File: src/rtl/ro_window_counter.sv
// -----------------------------------------------------------------------------
// ro_window_counter
//
// Multi-channel ring-oscillator edge counter. After a START, each channel counts
// its edge-enable pulses over a fixed window of WINDOW clock cycles. At the end
// of the window the counts, the saturation flags and a PUF response bit
// (channel 0 count > channel 1 count) are latched, and DONE pulses for one cycle.
//
// Parameters
//   WIDTH   bits per channel counter (counters saturate at 2^WIDTH-1)
//   N_CH    number of RO channels (>= 1)
//   WINDOW  measurement window length in clock cycles (>= 1)
//
// Ports
//   i_clk    system clock, rising edge
//   i_rst_n  asynchronous active-low reset
//   i_start  begin a measurement (sampled only in IDLE)
//   i_clr    synchronous abort/clear, active-high, highest priority
//   i_ce     per-channel count enable, already synchronous to i_clk
//   o_busy   high while the window is running
//   o_done   one-cycle pulse when the latched result is valid
//   o_count  latched counts, channel i at [i*WIDTH +: WIDTH]
//   o_sat    latched per-channel saturation flags
//   o_resp   latched response, 1 iff count0 > count1 (0 on tie or N_CH==1)
//
// State    | meaning
// ---------+----------------------------------------------------------------
// S_IDLE   | waiting for START; outputs hold the last latched result
// S_RUN    | window open; CE counted every cycle, timer advancing
// S_DONE   | single cycle; result just latched, DONE asserted
// -----------------------------------------------------------------------------
module ro_window_counter #(
    parameter int WIDTH  = 16,
    parameter int N_CH   = 2,
    parameter int WINDOW = 16384
) (
    input  logic                    i_clk,
    input  logic                    i_rst_n,
    input  logic                    i_start,
    input  logic                    i_clr,
    input  logic [N_CH-1:0]         i_ce,
    output logic                    o_busy,
    output logic                    o_done,
    output logic [N_CH*WIDTH-1:0]   o_count,
    output logic [N_CH-1:0]         o_sat,
    output logic                    o_resp
);

    // Timer reaches WINDOW on the final RUN edge, so it needs room for WINDOW.
    localparam int              TW         = $clog2(WINDOW + 1);
    localparam logic [WIDTH-1:0] CNT_MAX   = '1;
    localparam logic [TW-1:0]    TIMER_LAST = TW'(WINDOW - 1);

    typedef enum logic [1:0] {
        S_IDLE = 2'd0,
        S_RUN  = 2'd1,
        S_DONE = 2'd2
    } state_t;

    state_t                  r_state;
    state_t                  w_state_nxt;

    logic [TW-1:0]           r_timer;
    logic [N_CH*WIDTH-1:0]   r_cnt;
    logic [N_CH-1:0]         r_sat_int;

    logic [N_CH*WIDTH-1:0]   r_count;
    logic [N_CH-1:0]         r_sat;
    logic                    r_resp;

    logic [N_CH*WIDTH-1:0]   w_cnt_inc;
    logic [N_CH-1:0]         w_sat_inc;
    logic                    w_resp_nxt;
    logic                    w_last;

    assign w_last = (r_timer == TIMER_LAST);

    // Per-channel saturating increment; a CE arriving at full scale sets the
    // sticky saturation flag instead of wrapping.
    for (genvar g = 0; g < N_CH; g++) begin : g_ch
        logic [WIDTH-1:0] w_cur;
        logic             w_at_max;

        assign w_cur    = r_cnt[g*WIDTH +: WIDTH];
        assign w_at_max = (w_cur == CNT_MAX);

        assign w_cnt_inc[g*WIDTH +: WIDTH] =
            (i_ce[g] && !w_at_max) ? (w_cur + 1'b1) : w_cur;
        assign w_sat_inc[g] = r_sat_int[g] | (i_ce[g] & w_at_max);
    end

    // Response uses the counts including the final window cycle's CE, since it
    // is latched on the same edge as that last increment.
    if (N_CH >= 2) begin : g_resp
        assign w_resp_nxt = (w_cnt_inc[0 +: WIDTH] > w_cnt_inc[WIDTH +: WIDTH]);
    end else begin : g_no_resp
        assign w_resp_nxt = 1'b0;
    end

    // -------------------------------------------------------------------------
    // FSM
    // -------------------------------------------------------------------------
    always_ff @(posedge i_clk or negedge i_rst_n) begin
        if (!i_rst_n) begin
            r_state <= S_IDLE;
        end else begin
            r_state <= w_state_nxt;
        end
    end

    always_comb begin
        w_state_nxt = r_state;
        case (r_state)
            S_IDLE:  if (i_start) w_state_nxt = S_RUN;
            S_RUN:   if (w_last)  w_state_nxt = S_DONE;
            S_DONE:  w_state_nxt = S_IDLE;
            default: w_state_nxt = S_IDLE;
        endcase
        if (i_clr) begin
            w_state_nxt = S_IDLE;
        end
    end

    // -------------------------------------------------------------------------
    // Datapath: window timer, channel counters and latched result
    // -------------------------------------------------------------------------
    always_ff @(posedge i_clk or negedge i_rst_n) begin
        if (!i_rst_n) begin
            r_timer   <= '0;
            r_cnt     <= '0;
            r_sat_int <= '0;
            r_count   <= '0;
            r_sat     <= '0;
            r_resp    <= 1'b0;
        end else if (i_clr) begin
            r_timer   <= '0;
            r_cnt     <= '0;
            r_sat_int <= '0;
            r_count   <= '0;
            r_sat     <= '0;
            r_resp    <= 1'b0;
        end else begin
            case (r_state)
                S_IDLE: begin
                    if (i_start) begin
                        r_timer   <= '0;
                        r_cnt     <= '0;
                        r_sat_int <= '0;
                    end
                end
                S_RUN: begin
                    r_timer   <= r_timer + 1'b1;
                    r_cnt     <= w_cnt_inc;
                    r_sat_int <= w_sat_inc;
                    if (w_last) begin
                        r_count <= w_cnt_inc;
                        r_sat   <= w_sat_inc;
                        r_resp  <= w_resp_nxt;
                    end
                end
                default: begin
                end
            endcase
        end
    end

    // All outputs come straight from registers.
    assign o_busy  = (r_state == S_RUN);
    assign o_done  = (r_state == S_DONE);
    assign o_count = r_count;
    assign o_sat   = r_sat;
    assign o_resp  = r_resp;

endmodule

File: config.mk
export PLATFORM = sky130hd
export DESIGN_NAME = ro_window_counter
export DESIGN_NICKNAME = d
export VERILOG_FILES = /design/src/rtl/ro_window_counter.sv
export SDC_FILE = /design/constraint.sdc
export NUM_CORES = 1
export LEC_CHECK = 0
export CORE_MARGIN = 2
export CORE_UTILIZATION = 39
export CTS_BUF_LIST = sky130_fd_sc_hd__clkbuf_16
export CTS_CLUSTER_DIAMETER = 100
export DETAILED_ROUTE_END_ITERATION = 10
export HOLD_SLACK_MARGIN = 0.15
export SETUP_SLACK_MARGIN = 0.2
export SLEW_MARGIN = 10
export SYNTH_ARGS = -nofsm -noshare
export SYNTH_HDL_FRONTEND = slang
export SYNTH_SLANG_ARGS = --single-unit
File: constraint.sdc
create_clock -name i_clk -period 8.9 [get_ports i_clk]
set_clock_uncertainty 0.05 [all_clocks]
set_input_delay 1.78 -clock i_clk [delete_from_list [all_inputs] [get_ports i_clk]]
set_output_delay 1.78 -clock i_clk [all_outputs]
set_load 0.01 [all_outputs]
==> metrics.md <==
| Metric | Value |
|---|---|
| Global Route Usage Sum | 0.196 |
| Leak pwr | 2.35 nW |
| Tmin final | 4.73 ns |
| Core ar. | 12100 um2 |
| Clock root buffer | clkbuf_16 |
| Num rows | 40 |
| Synth top area share | 0.440 |
| Max-cap violations | 0 |
| Via density per instance | 5.78 |
| Final core occ | 0.471 |
| Worst vdd ir | 0.0704 mV |
| Hold Fails Final Rpt | 0 |
| CTS Sinks | 86 |
| Initial antenna violation count | 0 |
| Worst slew margin | 0.451 |
| 1st-iter DRT viols | 294 |
| Clock transition at path regs | 0.06 ns |
| Crit start category | primary input |
| Slew Viols, Final | 0 |
| CTS Buffer Depth | 2 |
| CTS buffer count | 9 |
| Crit. End Element | flop |
| EDFF count, synth | 0 |
| Flops & latches, synth | 86 |
| H-tree levels | 3 |
| Die Area | around 13000 um2 |
| RSZ-0062 raised after global routing | false |
| WP data arrival | 4.91 ns |
| Commonest cells in the netlist | dfrtp_1 (86), nand2_1 (36), a21oi_1 (33), o21ai_0 (32), nor2_1 (30) |
| GRT overflow | 0 |
| DR WL/cell | 17.7 um |
| Syn Area/Cell | 9.87 um2 |
| # fillers | 1163 |
| DP Area | 5410 um2 |
| Post_cts resized | 0 |
| Critical Path RT | 9.08 ns |
| Final Cycle Share | 0.531 |
| Clock Latency Late Sink | 0.35 ns |
| Detail Placement HPWL | 8410 um |
| Outcome | complete, no violations |
| First-pass GRT wire length | 20300 um |
| Drt drc | 0 |
| Most numerous cell in the Yosys netlist | dfrtp_1 |
| Post-Syn Area | 4890 um2 |
| Antenna Nets Post-Route | 0 |
| I/O Buffers | 42 |
| Worst Path Max Fanout | 7 |
| Total setup buffers inserted after CTS | 0 |
| # hold bufs at CTS | 0 |
| Diode count | 0 |
| Synth area leader | dfrtp_1 |
| Initial DRT Pass Iterations | 5 |
| Max Clk Rate | 0.212 GHz |
| Distinct cell type count after synthesis | 62 |
| Critical setup path kind | in2reg |
| Register area share after synthesis | 0.440 |
| Synth async-reset ratio | 1.00 |
| Vias in the first global route | about 4k |
| Top post-synthesis cells by area | dfrtp_1 (44%), ha_1 (4.9%), o2bb2ai_1 (3.8%), a22o_1 (3.4%), a21oi_1 (3.4%) |
| Die Span Y | 116 um |
| Hold Path Depth | 1 |
| Mapped Cells | 495 |
| Largest net degree at the start of global routing | 49 |
| Total number of vias | 4027 |
| Fin worst setup slack | roughly 4.2 ns |
| I/O pins | 43 |
| Cells on worst reg2reg path | 11 |
| Synth warnings | 0 |
| Synth Flop Type | dfrtp_1 |
| Final WL | 12400 um |
| CTS tree | built |
| Pwr dens | 143 nW/um2 |
| Final setup fails | 0 |
| Final Cell Area | 5700 um2 |
| Area delta synth->final | 16.7% |
| Die W | 116 um |
| Tightest Pin Transition | 0.821 ns |
| Post-route setup TNS | 0 ns |
| Share of cells above drive strength 1 | 0.0832 |
| Dpl ws | 3.85 ns |
| Starting Density | 0.404 |
| Routability cong. | around 0.89 |
| Worst min path class | reg2reg |
| Syn Nets | 520 |
| Fin nets | 549 |
==> through the flow <==
step / cells / hold WS [ns] / total power, W
6_report: 697 / 0.434 / 0.000814
5_1_grt: 697 / 0.462 / 0.000843
4_1_cts: 697 / 0.442 / 0.000823
3_5_place_dp: 681 / 0.423 / 0.000450
3_3_place_gp: 681 / 0.424 / 0.000449
2_1_floorplan: 495 / 0.413 / 0.000428
==> cell families after synthesis <==
group,synth area share
AO/OA/AOI/OAI,0.229
buffers and inverters,0.0394
AND/OR/NAND/NOR,0.182
multiplexers,0.0105
XOR/XNOR,0.0499
flip-flops,0.440
adder cells (fa/ha/maj),0.0486
==> cell usage in the layout (no fill, tap or decap), types with 6 or more instances in the layout <==
master / instances
dfrtp_1: 86
clkdlybuf4s50_1: 41
nand2_1: 36
a21oi_1: 33
o21ai_0: 32
nor2_1: 30
nand3_1: 21
o2bb2ai_1: 21
a22o_1: 19
ha_1: 19
nand4_1: 17
a31oi_1: 15
xnor2_1: 14
inv_1: 13
xor2_1: 12
clkbuf_16: 9
and3_1: 6
and4_1: 6
or3_1: 6
nor3_1: 6
buf_4: 6
==> critical path, stage by stage <==
cell             delay, ns
clkdlybuf4s50_1       0.61
and3_1                0.26
nand3_1               0.16
or3_1                 0.39
xnor2_1               0.28
ha_1                  0.30
nand4_1               0.14
nor3_1                0.09
a21boi_0              0.13
or4_1                 0.50
a32o_1                0.26
==> layer usage <==
| layer | GRT usage | routed length [um] | vias to the layer above |
|---|---|---|---|
| met5 | 0 | 0 | - |
| met4 | 0.0913 | 317 | 0 |
| met3 | 0.0366 | 719 | 22 |
| met2 | 0.294 | 5440 | 127 |
| met1 | 0.275 | 5890 | 1953 |
| li1 | - | - | 1925 |
==> flip-flops by register name, indices dropped and copies added, names as in the netlist <==
register	count
o_count	32
o_resp	1
o_sat	2
r_cnt	32
r_sat_int	2
r_state	2
r_timer	15
==> worst paths after layout <==
kind,to,start,slack (ns)
worst max-delay path,o_resp$_DFFE_PN0P_,i_ce[0],4.17
worst min-delay path,o_count[27]$_DFFE_PN0P_,o_count[27]$_DFFE_PN0P_,0.43
worst max register to register,o_resp$_DFFE_PN0P_,r_cnt[1]$_DFFE_PN0P_,5.42
worst min register to register,o_count[27]$_DFFE_PN0P_,o_count[27]$_DFFE_PN0P_,0.43
max in group asynchronous,o_count[26]$_DFFE_PN0P_,i_rst_n,6.42
min in group asynchronous,r_cnt[26]$_DFFE_PN0P_,i_rst_n,1.35
==> cell type report <==
class | count | area (um2) | area share
Clock buffer | 9 | 225 | 0.0395
Clock inverter | 7 | 66.3 | 0.0116
Inverter | 13 | 48.8 | 0.00856
Multi-Input combinational cell | 367 | 2540 | 0.446
Sequential cell | 86 | 2150 | 0.377
Tap cell | 168 | 210 | 0.0369
Timing Repair Buffer | 47 | 455 | 0.0799
==> power by group <==
part	total (W)	switching (W)	leakage (nW)	internal, W
clock network	0.000372	0.000156	0.142	0.000215
registers	0.000395	0.00000252	1.20	0.000393
logic	0.0000470	0.0000339	1.01	0.0000131
total	0.000814	0.000193	2.35	0.000621
Note: power is estimated with default switching activity, not from simulation.
